`src/rtl/axi_ethernet_ipic_bridge.sv`:
```
// AXI4-Lite slave to IPIC master bridge for the Ethernet register space.
// One held IPIC access per AXI transaction; unanswered accesses are terminated with SLVERR.
module axi_ethernet_ipic_bridge #(
    parameter int unsigned C_S_AXI_ADDR_WIDTH = 12,
    parameter int unsigned C_TIMEOUT          = 64
) (
    input  logic                          s_axi_aclk,
    input  logic                          s_axi_aresetn,
    input  logic [C_S_AXI_ADDR_WIDTH-1:0] s_axi_awaddr,
    input  logic                          s_axi_awvalid,
    output logic                          s_axi_awready,
    input  logic [31:0]                   s_axi_wdata,
    input  logic [3:0]                    s_axi_wstrb,
    input  logic                          s_axi_wvalid,
    output logic                          s_axi_wready,
    output logic [1:0]                    s_axi_bresp,
    output logic                          s_axi_bvalid,
    input  logic                          s_axi_bready,
    input  logic [C_S_AXI_ADDR_WIDTH-1:0] s_axi_araddr,
    input  logic                          s_axi_arvalid,
    output logic                          s_axi_arready,
    output logic [31:0]                   s_axi_rdata,
    output logic [1:0]                    s_axi_rresp,
    output logic                          s_axi_rvalid,
    input  logic                          s_axi_rready,
    output logic [C_S_AXI_ADDR_WIDTH-1:0] bus2ip_addr,
    output logic [31:0]                   bus2ip_data,
    output logic [3:0]                    bus2ip_be,
    output logic                          bus2ip_cs,
    output logic                          bus2ip_rdce,
    output logic                          bus2ip_wrce,
    input  logic                          ip2bus_rdack,
    input  logic                          ip2bus_wrack,
    input  logic                          ip2bus_error,
    input  logic [31:0]                   ip2bus_data
);

    localparam int unsigned AW   = C_S_AXI_ADDR_WIDTH;
    localparam int unsigned CntW = 10;
    localparam logic [CntW-1:0] TimeoutLast = CntW'(C_TIMEOUT - 1);

    typedef enum logic [2:0] {StIdle, StRdAcc, StRdResp, StWrAcc, StWrResp} state_e;

    state_e          state_q, state_d;
    logic [1:0]      rst_sync_q, rst_sync_d;
    logic            rst_n;
    logic            prio_wr_q, prio_wr_d;
    logic [CntW-1:0] cnt_q, cnt_d;
    logic [AW-1:0]   addr_q, addr_d;
    logic [31:0]     data_q, data_d;
    logic [3:0]      be_q, be_d;
    logic            cs_q, cs_d;
    logic            rdce_q, rdce_d;
    logic            wrce_q, wrce_d;
    logic [31:0]     rdata_q, rdata_d;
    logic [1:0]      rresp_q, rresp_d;
    logic            rvalid_q, rvalid_d;
    logic [1:0]      bresp_q, bresp_d;
    logic            bvalid_q, bvalid_d;
    logic            idle, grant_wr, grant_rd, expired;

    // Reset asserts asynchronously but is released in step with the clock.
    assign rst_sync_d = {rst_sync_q[0], 1'b1};
    always_ff @(posedge s_axi_aclk or negedge s_axi_aresetn) begin
        if (!s_axi_aresetn) begin
            rst_sync_q <= 2'b00;
        end else begin
            rst_sync_q <= rst_sync_d;
        end
    end
    assign rst_n = rst_sync_q[1];

    // Round-robin arbitration: the flag only matters when both requests are eligible.
    always_comb begin
        idle     = (state_q == StIdle) && rst_n;
        grant_wr = idle && s_axi_awvalid && s_axi_wvalid && (prio_wr_q || !s_axi_arvalid);
        grant_rd = idle && s_axi_arvalid && !grant_wr;
        expired  = (cnt_q == TimeoutLast);
    end

    always_ff @(posedge s_axi_aclk or negedge rst_n) begin
        if (!rst_n) begin
            state_q <= StIdle;
        end else begin
            state_q <= state_d;
        end
    end

    always_comb begin
        state_d = state_q;
        unique case (state_q)
            StIdle: begin
                if (grant_wr) begin
                    state_d = StWrAcc;
                end else if (grant_rd) begin
                    state_d = StRdAcc;
                end
            end
            StRdAcc:  if (ip2bus_rdack || expired) state_d = StRdResp;
            StRdResp: if (s_axi_rready) state_d = StIdle;
            StWrAcc:  if (ip2bus_wrack || expired) state_d = StWrResp;
            StWrResp: if (s_axi_bready) state_d = StIdle;
            default:  state_d = StIdle;
        endcase
    end

    always_comb begin
        s_axi_awready = grant_wr;
        s_axi_wready  = grant_wr;
        s_axi_arready = grant_rd;

        prio_wr_d = prio_wr_q;
        cnt_d     = cnt_q;
        addr_d    = addr_q;
        data_d    = data_q;
        be_d      = be_q;
        cs_d      = cs_q;
        rdce_d    = rdce_q;
        wrce_d    = wrce_q;
        rdata_d   = rdata_q;
        rresp_d   = rresp_q;
        rvalid_d  = rvalid_q;
        bresp_d   = bresp_q;
        bvalid_d  = bvalid_q;

        unique case (state_q)
            StIdle: begin
                if (grant_wr) begin
                    addr_d = s_axi_awaddr;
                    data_d = s_axi_wdata;
                    be_d   = s_axi_wstrb;
                    cs_d   = 1'b1;
                    wrce_d = 1'b1;
                    cnt_d  = '0;
                end else if (grant_rd) begin
                    addr_d = s_axi_araddr;
                    be_d   = 4'hF;
                    cs_d   = 1'b1;
                    rdce_d = 1'b1;
                    cnt_d  = '0;
                end
            end
            StRdAcc: begin
                cnt_d = cnt_q + CntW'(1);
                if (ip2bus_rdack || expired) begin
                    // A matching ack in the expiry cycle still returns a normal response.
                    rdata_d  = ip2bus_rdack ? ip2bus_data : 32'h0;
                    rresp_d  = (!ip2bus_rdack || ip2bus_error) ? 2'b10 : 2'b00;
                    rvalid_d = 1'b1;
                    cs_d     = 1'b0;
                    rdce_d   = 1'b0;
                end
            end
            StRdResp: begin
                if (s_axi_rready) begin
                    rvalid_d  = 1'b0;
                    prio_wr_d = !prio_wr_q;
                end
            end
            StWrAcc: begin
                cnt_d = cnt_q + CntW'(1);
                if (ip2bus_wrack || expired) begin
                    bresp_d  = (!ip2bus_wrack || ip2bus_error) ? 2'b10 : 2'b00;
                    bvalid_d = 1'b1;
                    cs_d     = 1'b0;
                    wrce_d   = 1'b0;
                end
            end
            StWrResp: begin
                if (s_axi_bready) begin
                    bvalid_d  = 1'b0;
                    prio_wr_d = !prio_wr_q;
                end
            end
            default: ;
        endcase
    end

    always_ff @(posedge s_axi_aclk or negedge rst_n) begin
        if (!rst_n) begin
            prio_wr_q <= 1'b1;
            cnt_q     <= '0;
            addr_q    <= '0;
            data_q    <= '0;
            be_q      <= '0;
            cs_q      <= 1'b0;
            rdce_q    <= 1'b0;
            wrce_q    <= 1'b0;
            rdata_q   <= '0;
            rresp_q   <= '0;
            rvalid_q  <= 1'b0;
            bresp_q   <= '0;
            bvalid_q  <= 1'b0;
        end else begin
            prio_wr_q <= prio_wr_d;
            cnt_q     <= cnt_d;
            addr_q    <= addr_d;
            data_q    <= data_d;
            be_q      <= be_d;
            cs_q      <= cs_d;
            rdce_q    <= rdce_d;
            wrce_q    <= wrce_d;
            rdata_q   <= rdata_d;
            rresp_q   <= rresp_d;
            rvalid_q  <= rvalid_d;
            bresp_q   <= bresp_d;
            bvalid_q  <= bvalid_d;
        end
    end

    assign bus2ip_addr  = addr_q;
    assign bus2ip_data  = data_q;
    assign bus2ip_be    = be_q;
    assign bus2ip_cs    = cs_q;
    assign bus2ip_rdce  = rdce_q;
    assign bus2ip_wrce  = wrce_q;
    assign s_axi_rdata  = rdata_q;
    assign s_axi_rresp  = rresp_q;
    assign s_axi_rvalid = rvalid_q;
    assign s_axi_bresp  = bresp_q;
    assign s_axi_bvalid = bvalid_q;

endmodule

```
`config.mk`:
```
export PLATFORM = sky130hd
export DESIGN_NAME = axi_ethernet_ipic_bridge
export DESIGN_NICKNAME = d
export VERILOG_FILES = /design/src/rtl/axi_ethernet_ipic_bridge.sv
export SDC_FILE = /design/constraint.sdc
export NUM_CORES = 1
export LEC_CHECK = 0
export CAP_MARGIN = 20
export CORE_MARGIN = 4
export CORE_UTILIZATION = 39
export DETAILED_ROUTE_END_ITERATION = 8
export PLACE_DENSITY = 0.87
export SYNTH_ARGS = -nofsm -noshare
export SYNTH_HDL_FRONTEND = slang
export SYNTH_SLANG_ARGS = --single-unit
```
`constraint.sdc`:
```
create_clock -name s_axi_aclk -period 14.81 [get_ports s_axi_aclk]
set_clock_uncertainty 0.15 [all_clocks]
set_input_delay 4.443 -clock s_axi_aclk [delete_from_list [all_inputs] [get_ports s_axi_aclk]]
set_output_delay 4.443 -clock s_axi_aclk [all_outputs]
set_load 0.005 [all_outputs]
```
# Word-level counts from Yosys, hierarchy flattened
# Cells that the tools add are included.
# classes
add_sub_neg	1
eq_ne	13
muxes	35
reduce_logical	38
# op_table
cell	count
32-bit two-way mux	1
12-bit two-way mux	2
10-bit two-way mux	2
10-bit case mux with 2 select lines	1
3-bit two-way mux	6
3-bit case mux with 5 select lines	1
2-bit != test, second input constant	7
2-bit nonzero test	7
1-bit two-way mux	12
3-bit AND reduction	4
10-bit by 1-bit adder with 10-bit output, second input constant	1
10-bit by 6-bit equality test with 1-bit output, second input constant	1
1-bit case mux with 2 select lines	5
2-bit AND reduction	5
4-bit two-way mux	2
4-bit AND reduction	2
3-bit by 2-bit equality test with 1-bit output, second input constant	2
1-bit logical AND	6
1-bit zero test	5
1-bit logical OR	5
5-bit AND reduction	1
2-bit two-way mux	2
3-bit by 1-bit equality test with 1-bit output, second input constant	1
3-bit equality test, second input constant	1
other kinds (5)	5
# totals
ff_bits	105
wordCells	102

# Longest topological paths before layout
# depth
depth_word	10
mapped_depth	7

# Worst setup path after synthesis
# OpenSTA, ideal clock, no wires.
# synth_timing
kind	input to output
start	input s_axi_arvalid
end	output s_axi_wready
arrival_time_ps	5234
required_time_ps	10217
setup_slack_ps	4983
cell_stages	5
n_path_buf	2
path_cell_list	inv_1 -> o2111ai_1 -> inv_2 -> buf_2 -> buf_4
# synth_between
elab_chain_len	3
# synth_rtl
element	line	source
from (decl)	20	input logic s_axi_arvalid,
1-bit zero test	76	grant_wr = idle && s_axi_awvalid && s_axi_wvalid && (prio_wr_q || !s_axi_arvalid);
1-bit logical OR	76	
1-bit logical AND	76	
to (decl)	15	output logic s_axi_wready,
# No other way between the ends.

# Worst setup path after layout
# layout_timing
start	input s_axi_wvalid
end	output s_axi_awready
# layout_between
elab_chain_len	2
# layout_rtl
element	line	source
from (decl)	14	input logic s_axi_wvalid,
1-bit logical AND (2 in series)	76	
to (decl)	11	output logic s_axi_awready,
# No other way between the ends.

==> summary.md <==
| Metric | Value |
|---|---|
| Status | completed |
| Multi-input logic area | 1470 um^2 |
| Post-cts sizing count | 0 |
| Fin util | 62.2% |
| Register bit total from synthesis | 103 |
| Critical Path Start Type | input port |
| Seq. cell area | 2580 um^2 |
| Leakage | 2.93 nW |
| Post-DP HPWL | 8560 um |
| WS Path Type | in -> out |
| Antenna-violating nets left | 0 |
| Gr ovfl total | 0 |
| Unrepaired setup endpoints after global routing | no |
| GR Util All Layers | 18.5% |
| # clock sinks | 103 |
| Pwr Density | 180 nW/um^2 |
| Chip height | 112 um |
| Starting Density | 40.5% |
| Drt total wl | 11,700 um |
| Final count of hold timing violations | 0 |
| Initial DRC count | 142 |
| N_diodes | 0 |
| Syn Area/Cell | 10.4 um^2 |
| Worst slew margin | 41.7% |
| CP endpoint kind | primary output |
| Core ar. | 10,400 um^2 |
| DRC viols | 0 |
| Warnings from Yosys | 0 |
| Max IR drop VDD | 0.0903 mV |
| Die W | 112 um |
| Initial antenna violation count | 0 |
| Slowest stage delay, CP | 640 ps |
| # rows | 37 |
| Clock Latency Late Sink | 370 ps |
| Fillers | 869 |
| Pin count of the biggest net entering global routing | 87 |
| 1st-pass router iterations | 4 |
| # IOs | 194 |
| Post-synthesis sequential area ratio | 61.2% |
| Cell count after synthesis | 406 |
| CP max FO | 50 |
| # setup viols final | 0 |
| Global-route wire length before repair | 19,000 um |
| Critical path, cell by cell | clkdlybuf4s50_1 -> o2111ai_4 -> buf_4 -> inv_2 -> clkdlybuf4s50_1 |
| GP Congestion | 0.827 |
| Drt wl/cell | 16.1 um |
| Final setup TNS | 0 ps |
| Required @ worst endpoint | 10,220 ps |
| Part of the power in combinational logic | 41.5% |
| DR vias | 3,636 |
| Measured slew at the worst slew-check pin | 871 ps |
| Area Overhead vs Synth | 53.6% |
| Layout net count | 689 |
| Vias in the first global route | 3,771 |
| Psw | 365 uW |
| Max-slew violation count | 0 |
| Int Pwr | 799 uW |
| Max_cap viols | 0 |
| Seq pwr share | 41.0% |
| Sw Share | 31.4% |
| Placed Cells incl. Taps | 709 |
| Post-synth EDFFs | 0 |
| CTS root buf | clkbuf_8 |
| Bufs on Longest Clock Path | 2 |
| Tightest Hold Check Type | reg -> async |
| Top cell by count, worst path | clkdlybuf4s50_1 |
| # hold bufs at CTS | 0 |
| Die area | 12,500 um^2 |
| H-tree lvl count | 3 |
| Post-CTS Setup Inserts | 0 |
| Crit path time final | 11,310 ps |
| Netlist cell types | 49 |
| Final period util | 76.4% |
| Fmax | 0.0884 GHz |
| Share of cells above drive strength 1 | 5.25% |
| Crit path DAT | 6720 ps |
| CTS tree | done |
| CP Buf/Inv Count | 4 |
| Async S/R FF share, synth | 100% |
| CTS Buf Count | 9 |
| Post-synth design cell area | 4220 um^2 |
| Ys flop type | dfrtp_1 |
| Drt via density | 5.00 |
| Clock transition at path regs | 110 ps |
| Crit path max-delay cell type | clkdlybuf4s50_1 |
| Fin cells | 727 |
| Top delay family on crit path | buffers and inverters |
| PortBufs | 191 |
| Clk pwr share | 17.4% |
layout by cell type (no fill, tap or decap), types with 3 or more instances in the layout:
cell             count
nand2_1            130
clkbuf_8             9
nor2_1              22
nand2b_1             4
o21ai_0              9
nand4_1              3
inv_1                8
nand3_1              3
buf_4                3
a21oi_1              7
conb_1               3
dfrtp_1            101
a31oi_1             12
o22a_1               4
clkdlybuf4s50_1    191
a22o_1              34
kinds of logic (layout without fill, tap and decap cells):
logic type	Yosys count	in the layout	synth area share [%]
multiplexers	3	3	0.742
AO/OA/AOI/OAI	78	78	14.0
adder cells (fa/ha/maj)	1	1	0.297
XOR/XNOR	3	3	0.623
AND/OR/NAND/NOR	179	179	18.4
flip-flops	103	103	61.2
other	2	3	0.178
buffers and inverters	37	221	4.57
sequential cells by signal (all words and copies together), names as in the netlist:
signal        count
bus2ip_cs         1
s_axi_rvalid      1
bus2ip_be         4
bus2ip_data      32
bus2ip_addr      12
s_axi_rdata      32
rst_sync_q        2
state_q           3
cnt_q            10
s_axi_bresp       1
prio_wr_q         1
s_axi_rresp       1
s_axi_bvalid      1
bus2ip_wrce       1
bus2ip_rdce       1
through the flow:
step | cell area (um^2) | total power, mW | worst slack, ps | hold slack (ps)
after floorplan | 4220 | 0.664 | 4980 | 181
after global placement | 6190 | 0.944 | 3510 | 37.6
after detailed placement | 6190 | 0.966 | 3500 | 42.6
after CTS | 6420 | 1.17 | 3480 | 39.2
after global routing | 6480 | 1.24 | 3370 | 47.7
final | 6480 | 1.16 | 3500 | 31.6
power by group through the flow:
stage | Clock (mW) | Combinational, mW | Sequential [mW]
3_3_place_gp | 0 | 0.469 | 0.475
6_report | 0.203 | 0.483 | 0.478
2_1_floorplan | 0 | 0.184 | 0.480
3_5_place_dp | 0 | 0.483 | 0.483
5_1_grt | 0.221 | 0.525 | 0.495
4_1_cts | 0.208 | 0.486 | 0.478
per-layer routing:
layer / vias to the layer above / GRT usage, % / share of wire [%]
met3: 16 / 6.36 / 8.6
li1: 1721 / - / -
met5: - / 0 / 0
met2: 150 / 31.7 / 49
met1: 1749 / 21.8 / 40
met4: 0 / 5.85 / 1.8
layout make-up:
class / count / share of cell area [%]
clock buffers: 9 / 1.91
multi-input cells: 267 / 22.7
well taps: 136 / 2.63
clock inverters: 7 / 1.68
flip-flops and latches: 103 / 39.9
inverters: 9 / 0.522
repair buffers: 196 / 30.7
synth_stat cells (2+ instances only):
cell | number | area share [%]
and3_1 | 2 | 0.30
nor2_1 | 22 | 2.0
buf_2 | 13 | 1.5
nand3b_1 | 2 | 0.36
a22o_1 | 34 | 7.1
mux2i_1 | 2 | 0.47
buf_4 | 4 | 0.71
xor2_1 | 2 | 0.42
nor2b_1 | 2 | 0.30
a31oi_1 | 12 | 1.8
clkbuf_1 | 7 | 0.62
nor3_1 | 2 | 0.24
a22oi_1 | 2 | 0.36
inv_1 | 8 | 0.71
buf_6 | 3 | 0.80
dfrtp_1 | 102 | 61
conb_1 | 2 | 0.18
nand2b_1 | 4 | 0.59
nand4_1 | 3 | 0.45
o21ai_0 | 9 | 1.1
a21oi_1 | 7 | 0.83
o22a_1 | 4 | 0.83
nand2_1 | 130 | 12
nand3_1 | 3 | 0.36
path summary, 6_finish.rpt:
| kind | start | endpoint | slack (ps) | depth (start not counted) |
|---|---|---|---|---|
| max in group asynchronous | s_axi_aresetn | rst_sync_q[1] | 10290 | 1 |
| min | rst_sync_q[1] | bus2ip_be[3] | 30 | 0 |
| max | s_axi_wvalid | s_axi_awready | 3500 | 5 |
| min in group s_axi_aclk | rst_sync_q[0] | rst_sync_q[1] | 210 | 0 |
| max reg2reg | state_q[1] | bus2ip_addr[3] | 12140 | 6 |
| min reg2reg | rst_sync_q[1] | bus2ip_be[3] | 30 | 0 |
Note: power is estimated with default switching activity, not from simulation.
